**src/rtl/ps2_pkg.sv**
```systemverilog
// Shared PS/2 decoder types and scan-code constants (set 2), also used by the movement stage.
package ps2_pkg;

    typedef enum logic [1:0] {
        ST_IDLE   = 2'd0,
        ST_DATA   = 2'd1,
        ST_PARITY = 2'd2,
        ST_STOP   = 2'd3
    } ps2_state_e;

    localparam logic [7:0] PS2_EXT = 8'hE0;
    localparam logic [7:0] PS2_BRK = 8'hF0;

    localparam logic [7:0] PS2_ARROW_LEFT  = 8'h6B;
    localparam logic [7:0] PS2_ARROW_RIGHT = 8'h74;
    localparam logic [7:0] PS2_ARROW_UP    = 8'h75;
    localparam logic [7:0] PS2_ARROW_DOWN  = 8'h72;

    // Odd parity bit for a data byte: makes the 9-bit total odd.
    function automatic logic ps2_odd_parity(input logic [7:0] data);
        return ~(^data);
    endfunction

endpackage

```
**src/rtl/ps2_line_filter.sv**
```systemverilog
// Synchronises the PS/2 lines, glitch-filters ps2_clk and emits a one-cycle strobe on its filtered falling edge.
module ps2_line_filter #(
    parameter int FILTER_LEN = 8
) (
    input  logic clk,
    input  logic reset,
    input  logic ps2_clk,
    input  logic ps2_data,
    output logic data_sync,
    output logic strobe
);

    logic [1:0] clk_sync;
    logic [1:0] dat_sync;
    logic       filt;
    logic       filt_prev;
    logic [7:0] cnt;

    always_ff @(posedge clk or negedge reset) begin
        if (!reset) begin
            clk_sync  <= 2'b11;
            dat_sync  <= 2'b11;
            filt      <= 1'b1;
            filt_prev <= 1'b1;
            cnt       <= '0;
        end else begin
            clk_sync  <= {clk_sync[0], ps2_clk};
            dat_sync  <= {dat_sync[0], ps2_data};
            filt_prev <= filt;
            // The filtered level flips only after FILTER_LEN consecutive disagreeing samples.
            if (clk_sync[1] == filt) begin
                cnt <= '0;
            end else if (cnt == 8'(FILTER_LEN - 1)) begin
                filt <= clk_sync[1];
                cnt  <= '0;
            end else begin
                cnt <= cnt + 8'd1;
            end
        end
    end

    assign data_sync = dat_sync[1];
    assign strobe    = filt_prev & ~filt;

endmodule

```
**src/rtl/ps2_key_decoder.sv**
```systemverilog
// PS/2 frame receiver and scan-code set 2 make/break decoder holding the currently pressed key.
// Build option: PS2_PARITY_CHECK_EN enables odd-parity checking of received bytes.
module ps2_key_decoder
    import ps2_pkg::*;
#(
    parameter int FILTER_LEN     = 8,
    parameter int TIMEOUT_CYCLES = 50_000
) (
    input  logic       clk,
    input  logic       reset,
    input  logic       ps2_clk,
    input  logic       ps2_data,
    output logic [7:0] key_code,
    output logic       extended,
    output logic       key_valid,
    output logic       frame_err
);

    localparam int TW = $clog2(TIMEOUT_CYCLES + 1);
    localparam logic [TW-1:0] TIMEOUT_T = TW'(TIMEOUT_CYCLES);

    logic          data_sync;
    logic          strobe;
    ps2_state_e    state;
    logic [2:0]    bit_cnt;
    logic [7:0]    shift;
    logic [TW-1:0] idle_cnt;
    logic          ext_pend;
    logic          brk_pend;
    logic          parity_ok;

    ps2_line_filter #(
        .FILTER_LEN(FILTER_LEN)
    ) u_filter (
        .clk      (clk),
        .reset    (reset),
        .ps2_clk  (ps2_clk),
        .ps2_data (ps2_data),
        .data_sync(data_sync),
        .strobe   (strobe)
    );

`ifdef PS2_PARITY_CHECK_EN
    logic parity_bit;
    assign parity_ok = ^{shift, parity_bit};
`else
    assign parity_ok = 1'b1;
`endif

    always_ff @(posedge clk or negedge reset) begin
        if (!reset) begin
            state     <= ST_IDLE;
            bit_cnt   <= '0;
            shift     <= '0;
            idle_cnt  <= '0;
            ext_pend  <= 1'b0;
            brk_pend  <= 1'b0;
            key_code  <= '0;
            extended  <= 1'b0;
            key_valid <= 1'b0;
            frame_err <= 1'b0;
`ifdef PS2_PARITY_CHECK_EN
            parity_bit <= 1'b0;
`endif
        end else begin
            key_valid <= 1'b0;
            frame_err <= 1'b0;
            if (state != ST_IDLE && !strobe && idle_cnt == TIMEOUT_T) begin
                // Stalled partial frame: drop it so the next start bit resynchronises.
                state     <= ST_IDLE;
                idle_cnt  <= '0;
                frame_err <= 1'b1;
            end else if (strobe) begin
                idle_cnt <= '0;
                case (state)
                    ST_IDLE: begin
                        if (!data_sync) begin
                            state   <= ST_DATA;
                            bit_cnt <= '0;
                        end
                    end
                    ST_DATA: begin
                        shift   <= {data_sync, shift[7:1]};
                        bit_cnt <= bit_cnt + 3'd1;
                        if (bit_cnt == 3'd7) begin
                            state <= ST_PARITY;
                        end
                    end
                    ST_PARITY: begin
`ifdef PS2_PARITY_CHECK_EN
                        parity_bit <= data_sync;
`endif
                        state <= ST_STOP;
                    end
                    ST_STOP: begin
                        state <= ST_IDLE;
                        if (data_sync && parity_ok) begin
                            if (shift == PS2_EXT) begin
                                ext_pend <= 1'b1;
                            end else if (shift == PS2_BRK) begin
                                brk_pend <= 1'b1;
                            end else if (brk_pend) begin
                                // Releasing some other key leaves the held key untouched.
                                if (shift == key_code && ext_pend == extended) begin
                                    key_code <= '0;
                                    extended <= 1'b0;
                                end
                                ext_pend <= 1'b0;
                                brk_pend <= 1'b0;
                            end else begin
                                key_code  <= shift;
                                extended  <= ext_pend;
                                key_valid <= 1'b1;
                                ext_pend  <= 1'b0;
                                brk_pend  <= 1'b0;
                            end
                        end else begin
                            frame_err <= 1'b1;
                        end
                    end
                    default: state <= ST_IDLE;
                endcase
            end else if (state != ST_IDLE) begin
                idle_cnt <= idle_cnt + TW'(1);
            end
        end
    end

endmodule

```
**config.mk**
```make
export PLATFORM = sky130hd
export DESIGN_NAME = ps2_key_decoder
export DESIGN_NICKNAME = d
export VERILOG_FILES = /design/src/rtl/ps2_pkg.sv /design/src/rtl/ps2_line_filter.sv /design/src/rtl/ps2_key_decoder.sv
export SDC_FILE = /design/constraint.sdc
export NUM_CORES = 1
export LEC_CHECK = 0
export CAP_MARGIN = 0
export CORE_UTILIZATION = 35
export CTS_CLUSTER_DIAMETER = 60
export DETAILED_ROUTE_END_ITERATION = 16
export DONT_BUFFER_PORTS = 1
export SLEW_MARGIN = 15
export SYNTH_ARGS = -nofsm -noshare
export SYNTH_HDL_FRONTEND = slang
export SYNTH_HIERARCHICAL = 1
export SYNTH_SLANG_ARGS = --single-unit
```
**constraint.sdc**
```tcl
create_clock -name clk -period 5 [get_ports clk]
set_clock_uncertainty 0.2 [all_clocks]
set_input_delay 0.75 -clock clk [delete_from_list [all_inputs] [get_ports clk]]
set_output_delay 0.75 -clock clk [all_outputs]
set_load 0.005 [all_outputs]
```
==> key figures, run 1 <==
Outcome
  – Result of the run: finished clean

Power and ir drop
  – Power density relative to cell area: 385.2 mW/mm²
  – Total power of the final layout: 1.177 mW
  – Maximum vdd drop: around 200 µV
  – Reported leakage power: 1.328 nW

Floorplan
  – Row Count: 32
  – Initial core utilization: roughly 37%
  – Placeable core area: 0.007807 mm²
  – Die ar.: 0.008519 mm²
  – Die width: around 92 µm
  – Vertical die dimension: ~92 µm
  – Number of top-level design ports: 15

Timing
  – Worst Tran Pin Value: 832.8 ps
  – Total negative slack: 0 ps
  – Worst max-slew margin expressed relative to the limit: approximately 44%
  – Setup Viol. Count Final: 0
  – Worst Hold Margin: roughly 67 ps
  – Max Fclk: 340.1 MHz
  – Fin. max-slew vios: 0
  – RSZ-0062 raised after global routing: no
  – Post-route fraction of the period consumed by the critical path: roughly 60%
  – Final Worst Setup Slack: a little over 2000 ps
  – Hold Fails Final Rpt: 0
  – Shortest clock period the worst path allows after layout: 2940 ps

Finish
  – Area growth from synthesis to layout: 7.058%
  – Final antenna diode count: 0
  – Utilization after layout: 39.13%
  – Fraction of final layout cells with drive strength greater than 1: a little under a tenth
  – Final Net Count: around 290
  – Most common cell after layout, fill and taps aside: sky130_fd_sc_hd__nand2_1
  – Most frequent cells in the layout: sky130_fd_sc_hd__nand2_1, sky130_fd_sc_hd__dfrtp_1, sky130_fd_sc_hd__nand3_1, sky130_fd_sc_hd__a21oi_1

CTS
  – CTS buffer count: 5
  – CTS H-tree lvls: 2
  – Source-to-sink clock delay at the later pin of the worst-skew pair: slightly above 300 ps
  – Setup fix buffers added after clock tree synthesis: 0
  – Clock transition at the registers of the reported paths: between 100 and 150 ps
  – Clock Path Buffers: 2
  – Clock tree from TritonCTS: done
  – Clock root buffer master: sky130_fd_sc_hd__clkbuf_8
  – Number of clock sinks: 56

Placed design
  – Post-detailed-placement half-perimeter wirelength: roughly 3600 µm
  – Final weighted congestion in routability-driven placement: 0.7582
  – Pre-CTS setup slack: between 2000 and 2500 ps
  – Port-buffer cells: 0

GRT
  – Number of antenna violations at the first check in global routing: 0
  – Largest net degree at the start of global routing: 51
  – GRT Overall Usage: 13.43%
  – Overflow left after global routing: 0
  – First-pass GRT wire length: 9246 µm
  – Vias in the first global route: 1947

Setup path
  – Category of the most critical setup path: flop to flop
  – Required time reported for the critical path endpoint: 4960 ps
  – Worst setup EP type: flop
  – Worst Setup Start Kind: flop
  – CP Data Arrival Time: 2900 ps
  – Number of cells on the worst reg-to-reg path: 5
  – Critical path peak fanout: 13

Yosys
  – Count of flip-flops with a built-in enable after synthesis: 0
  – Post-Synthesis Net Count: 296
  – Count of state elements after synthesis: 56
  – Fraction of post-synthesis cell area in the top cell type by area: between 40% and 50%
  – Count of synthesis-stage warnings from yosys: 6
  – Instance count of the mapped netlist: between 200 and 300
  – Mean instance size in the synthesized netlist: approximately 10 µm²
  – Sequential area share after synthesis: approximately half
  – Cell types with the largest area share after synthesis: sky130_fd_sc_hd__dfrtp_1, sky130_fd_sc_hd__nand2_1, sky130_fd_sc_hd__dfstp_2
  – Primary flip-flop cell chosen by synthesis mapping: sky130_fd_sc_hd__dfrtp_1
  – Post-synthesis cell type count: 54
  – Asr flop ratio synth: 100.0%
  – Cell type with the highest aggregate area in the netlist: sky130_fd_sc_hd__dfrtp_1
  – Area of the mapped netlist: 0.002854 mm²

Route
  – Routed Antenna Nets: 0
  – Via count: 2003
  – Post-route DRC violation count: 0
  – Number of vias per cell: around 5.2
  – Violation count after the first detailed-route iteration: 69
  – Iteration count of the initial detailed-routing pass: 4
  – Routed length per placed instance: 13.81 µm
  – Wire length after detailed routing: ~5300 µm

Worst hold path
  – Hold WC Path Type: input port to asynchronous set/reset pin

Job
  – Number of max-cap violations: 0
kinds of logic (layout without fill, tap and decap cells):
group,count (synthesis),count (layout),share of synthesized area (%)
buf+inv,22,21,3.332
xor+xnor,14,14,4.296
fa+ha+maj,10,10,4.384
flops,56,56,49.36
mux,6,6,2.148
simple gates,116,116,21.31
compound gates,58,58,15.17
power by group:
group / switching, mW / leakage [nW] / internal, mW
clock network: 0.150 / 0.0445 / 0.0999
logic: 0.220 / 0.534 / 0.134
registers: 0.0622 / 0.750 / 0.510
total: 0.432 / 1.33 / 0.744
path summary, 6_finish.rpt:
path	start	to	slack (ps)
max	u_filter/filt_prev	key_code[3]	2060
min	reset	key_valid	70
max reg2reg	u_filter/filt_prev	key_code[3]	2060
min reg2reg	u_filter/dat_sync[0]	u_filter/dat_sync[1]	160
max in group asynchronous	reset	state[1]	4270
min in group clk	u_filter/dat_sync[0]	u_filter/dat_sync[1]	160
per-stage QoR:
stage	instances	instance area, µm²
6_report	383	3055
3_5_place_dp	374	2938
5_1_grt	383	3055
4_1_cts	383	3055
2_1_floorplan	282	2854
3_3_place_gp	374	2938
worst max-delay path, cell delays in order, from the launching register on:
cell                        delay (ps)
sky130_fd_sc_hd__dfstp_2           530
sky130_fd_sc_hd__nor2b_1           590
sky130_fd_sc_hd__and3_1            370
sky130_fd_sc_hd__o31ai_1           160
sky130_fd_sc_hd__nor4_2            770
sky130_fd_sc_hd__o2bb2ai_1         180
synthesized netlist by cell type (6+ instances only):
| master | number |
|---|---|
| sky130_fd_sc_hd__nand4_1 | 9 |
| sky130_fd_sc_hd__dfstp_2 | 6 |
| sky130_fd_sc_hd__o21ai_0 | 8 |
| sky130_fd_sc_hd__ha_1 | 10 |
| sky130_fd_sc_hd__inv_1 | 10 |
| sky130_fd_sc_hd__nand3_1 | 14 |
| sky130_fd_sc_hd__o2bb2ai_1 | 9 |
| sky130_fd_sc_hd__nand2_1 | 53 |
| sky130_fd_sc_hd__dfrtp_1 | 50 |
| sky130_fd_sc_hd__xnor2_1 | 10 |
| sky130_fd_sc_hd__a21oi_1 | 14 |
| sky130_fd_sc_hd__nor2_1 | 8 |
| sky130_fd_sc_hd__a31oi_1 | 6 |
cell type report:
| class | instances | area (µm²) |
|---|---|---|
| Tap cell | 102 | 127.6 |
| Multi-Input combinational cell | 204 | 1350 |
| Clock inverter | 3 | 21.27 |
| Fill cell | 779 | 4752 |
| Clock buffer | 5 | 68.82 |
| Inverter | 11 | 43.79 |
| Timing Repair Buffer | 2 | 35.03 |
| Sequential cell | 56 | 1409 |
layer usage:
metal | GRT usage [%] | part of all wire, %
met1 | 18.82 | 50
met2 | 21.17 | 46
met3 | 2.874 | 3.1
met4 | 3.125 | 0.68
met5 | 0 | 0
flip-flops by register name (all words and copies together) (netlist names), 2 cells and up:
register / count
idle_cnt: 16
shift: 8
u_filter/cnt: 8
key_code: 8
state: 2
u_filter/clk_sync: 2
bit_cnt: 3
u_filter/dat_sync: 2
what timing repair did:
item | 4_1_cts | 5_1_grt
gates resized for setup | 0 | 0
hold buffers | 1 | 0
hold endpoints to repair | 50 | 0
Note: power is estimated with default switching activity, not from simulation.
==> run 2: changes to the inputs <==
Clock period 5 ns to 2.5 ns, I/O delays scaled along.
==> run 2 against run 1 <==
Register-to-register slack got worse by 1800 ps. Non-clock buffer count is 7 higher. Count of clock-buffer cells in the layout did not move. Design area is 2.8% higher. Wire length rose by 2.9%. Sequential power grew 100%. Sequential share of layout area is 1.2 points lower. Sequential cell count did not move. Power grew 110%. Via count is 4.1% higher. First-iteration DRC count is 26% higher. Global-route usage is 0.38 points higher.
==> key figures, run 2 (synthesized netlist as in run 1, its figures left out) <==
Floorplan
  – Row Count: 32 (unchanged)
  – Die ar.: 0.008519 mm² (unchanged)
  – Number of top-level design ports: 15 (unchanged)
  – Initial core utilization: 36.55% (unchanged)
  – Vertical die dimension: 92.30 µm (unchanged)
  – Die width: 92.30 µm (unchanged)
  – Placeable core area: 0.007807 mm² (unchanged)

Finish
  – Final Net Count: 301 (was 294)
  – Fraction of final layout cells with drive strength greater than 1: 10.42% (was 9.253%)
  – Fillers: 771 (was 779)
  – Top reg by flops: idle_cnt (unchanged)
  – Final antenna diode count: 0 (unchanged)
  – Number of non-filler instances in the completed layout: 390 (was 383)
  – Most frequent cells in the layout: sky130_fd_sc_hd__nand2_1, sky130_fd_sc_hd__dfrtp_1, sky130_fd_sc_hd__nand3_1, sky130_fd_sc_hd__a21oi_1 (unchanged)
  – Most common cell after layout, fill and taps aside: sky130_fd_sc_hd__nand2_1 (unchanged)
  – Area used by multi-input combinational logic: 0.001350 mm² (unchanged)
  – Area growth from synthesis to layout: 10.04% (was 7.058%)
  – Max FFs per register: 16 (unchanged)
  – Sequential Area: 0.001409 mm² (unchanged)

CTS
  – Clock root buffer master: sky130_fd_sc_hd__clkbuf_8 (unchanged)
  – Clock tree from TritonCTS: done (unchanged)
  – Clock Path Buffers: 2 (unchanged)
  – CTS H-tree lvls: 2 (unchanged)
  – Clock transition at the registers of the reported paths: 110 ps (about the same)
  – Post-cts sizing count: 0 (unchanged)
  – Number of clock sinks: 56 (unchanged)
  – CTS buffer count: 5 (unchanged)
  – Source-to-sink clock delay at the later pin of the worst-skew pair: 310 ps (about the same)

Worst hold path
  – Hold path startpoint: u_filter/clk_sync[0]
  – Hold WC Path Type: flop to flop (was input port to asynchronous set/reset pin)
  – Hold Path Stages: 0
  – Hold EP: u_filter/clk_sync[1]

Timing
  – Max Fclk: 444.3 MHz (was 340.1 MHz)
  – RSZ-0062 raised after global routing: no (unchanged)
  – Post-route fraction of the period consumed by the critical path: 90.04% (was 58.80%)
  – Total negative slack: 0 ps (unchanged)
  – Worst Hold Margin: 172.3 ps (was 67.02 ps)
  – Worst max-slew margin expressed relative to the limit: 45.56% (was 44.02%)
  – Fin. max-slew vios: 0 (unchanged)
  – Shortest clock period the worst path allows after layout: 2251 ps (was 2940 ps)
  – Hold Fails Final Rpt: 0 (unchanged)
  – Setup Viol. Count Final: 0 (unchanged)
  – Worst Tran Pin Value: 809.8 ps (was 832.8 ps)

Setup path
  – Critical path peak fanout: 9 (was 13)
  – Category of the most critical setup path: flop to flop (unchanged)
  – Cell Chain, Critical Path: nor2b_1 -> and3_1 -> o31ai_1 -> nor4_2 -> o2bb2ai_1 (unchanged)
  – Critical R2R Capture: key_code[2] (was key_code[3])
  – Number of cells on the worst reg-to-reg path: 5 (unchanged)
  – Required time reported for the critical path endpoint: 2470 ps (was 4960 ps)
  – Slowest cell on the critical path: sky130_fd_sc_hd__nor4_2 (unchanged)
  – Beginning of the worst register-to-register path: u_filter/filt_prev (unchanged)
  – Maximum single-stage delay on the critical path: 750 ps (was 770 ps)
  – CP Data Arrival Time: 2220 ps (was 2900 ps)
  – Worst Setup Start Kind: flop (unchanged)
  – Worst setup EP type: flop (unchanged)
  – Slack of the worst reg-to-reg path: 250 ps (was 2060 ps)

Power and ir drop
  – Total power of the final layout: 2.513 mW (was 1.177 mW)
  – Maximum vdd drop: 327.5 µV (was 196.7 µV)
  – Power density relative to cell area: 800.3 mW/mm² (was 385.2 mW/mm²)
  – Reported leakage power: 1.377 nW (was 1.328 nW)

GRT
  – First-pass GRT wire length: 9501 µm (was 9246 µm)
  – Largest net degree at the start of global routing: 57 (was 51)
  – Overflow left after global routing: 0 (unchanged)
  – Number of antenna violations at the first check in global routing: 0 (unchanged)
  – GRT Overall Usage: 13.81% (was 13.43%)
  – Vias in the first global route: 1973 (was 1947)

Route
  – Number of vias per cell: 5.346 (was 5.230)
  – Routed Antenna Nets: 0 (unchanged)
  – Violation count after the first detailed-route iteration: 87 (was 69)
  – Routed length per placed instance: 13.96 µm (was 13.81 µm)
  – Via count: 2085 (was 2003)
  – Wire length after detailed routing: 5443 µm (was 5288 µm)
  – Iteration count of the initial detailed-routing pass: 4 (unchanged)
  – Post-route DRC violation count: 0 (unchanged)

Placed design
  – Final weighted congestion in routability-driven placement: 0.7602 (was 0.7582)
  – Port-buffer cells: 0 (unchanged)
  – Post-detailed-placement half-perimeter wirelength: 3691 µm (was 3556 µm)
  – Placed cell count: 378 (was 374)

Outcome
  – Result of the run: finished clean (unchanged)

Job
  – Number of max-cap violations: 0 (unchanged)
-- run 2: how the worst max path moves through the flow --
stage	from	endpoint	depth (start not counted)
floorplan	u_filter/filt_prev	extended	5
detailed placement	u_filter/filt_prev	key_code[2]	5
finish	u_filter/filt_prev	key_code[2]	5
CTS	u_filter/filt_prev	key_code[2]	5
global placement	u_filter/filt_prev	key_code[7]	5
global route	u_filter/filt_prev	extended	5
-- run 2: report_power, final --
group	switching, mW	internal [mW]
Sequential	0.126	1.02
Clock	0.308	0.304
Combinational	0.452	0.303
-- run 2: through the flow --
stage	utilization, %	instance area, µm²	setup slack (ps)
detailed placement	38.01	2968	278.9
CTS	40.22	3141	248.8
finish	40.22	3141	249.0
global route	40.22	3141	72.91
floorplan	-	2854	422.1
global placement	38.01	2968	337.2
-- run 2: routing by layer --
| layer | track usage (%) | share of wire [%] | vias up |
|---|---|---|---|
| met5 | 0 | 0 | - |
| met4 | 3.646 | 0.57 | 0 |
| met3 | 2.791 | 3.4 | 2 |
| met2 | 22.28 | 47 | 27 |
| met1 | 18.87 | 49 | 1033 |
| li1 | - | - | 1023 |
-- run 2: worst max-delay path, delay by kind of cell, from the launching register on --
kind / cells / cell delay, ps
flip-flops: 1 / 520
AND/OR/NAND/NOR: 3 / 1110
AO/OA/AOI/OAI: 2 / 270
-- run 2: area by class of cell --
class | instances | share of cell area (%)
Timing Repair Buffer | 9 | 3.028
Clock buffer | 5 | 2.191
Multi-Input combinational cell | 204 | 42.99
Sequential cell | 56 | 44.86
Tap cell | 102 | 4.064
Clock inverter | 3 | 1.474
Inverter | 11 | 1.394
-- run 2: what timing repair did --
| item | 4_1_cts | 5_1_grt |
|---|---|---|
| setup endpoints to repair | 0 | 0 |
| hold buffers | 4 | 0 |
| endpoints found under the hold margin | 58 | 0 |
| setup buffers | 0 | 0 |
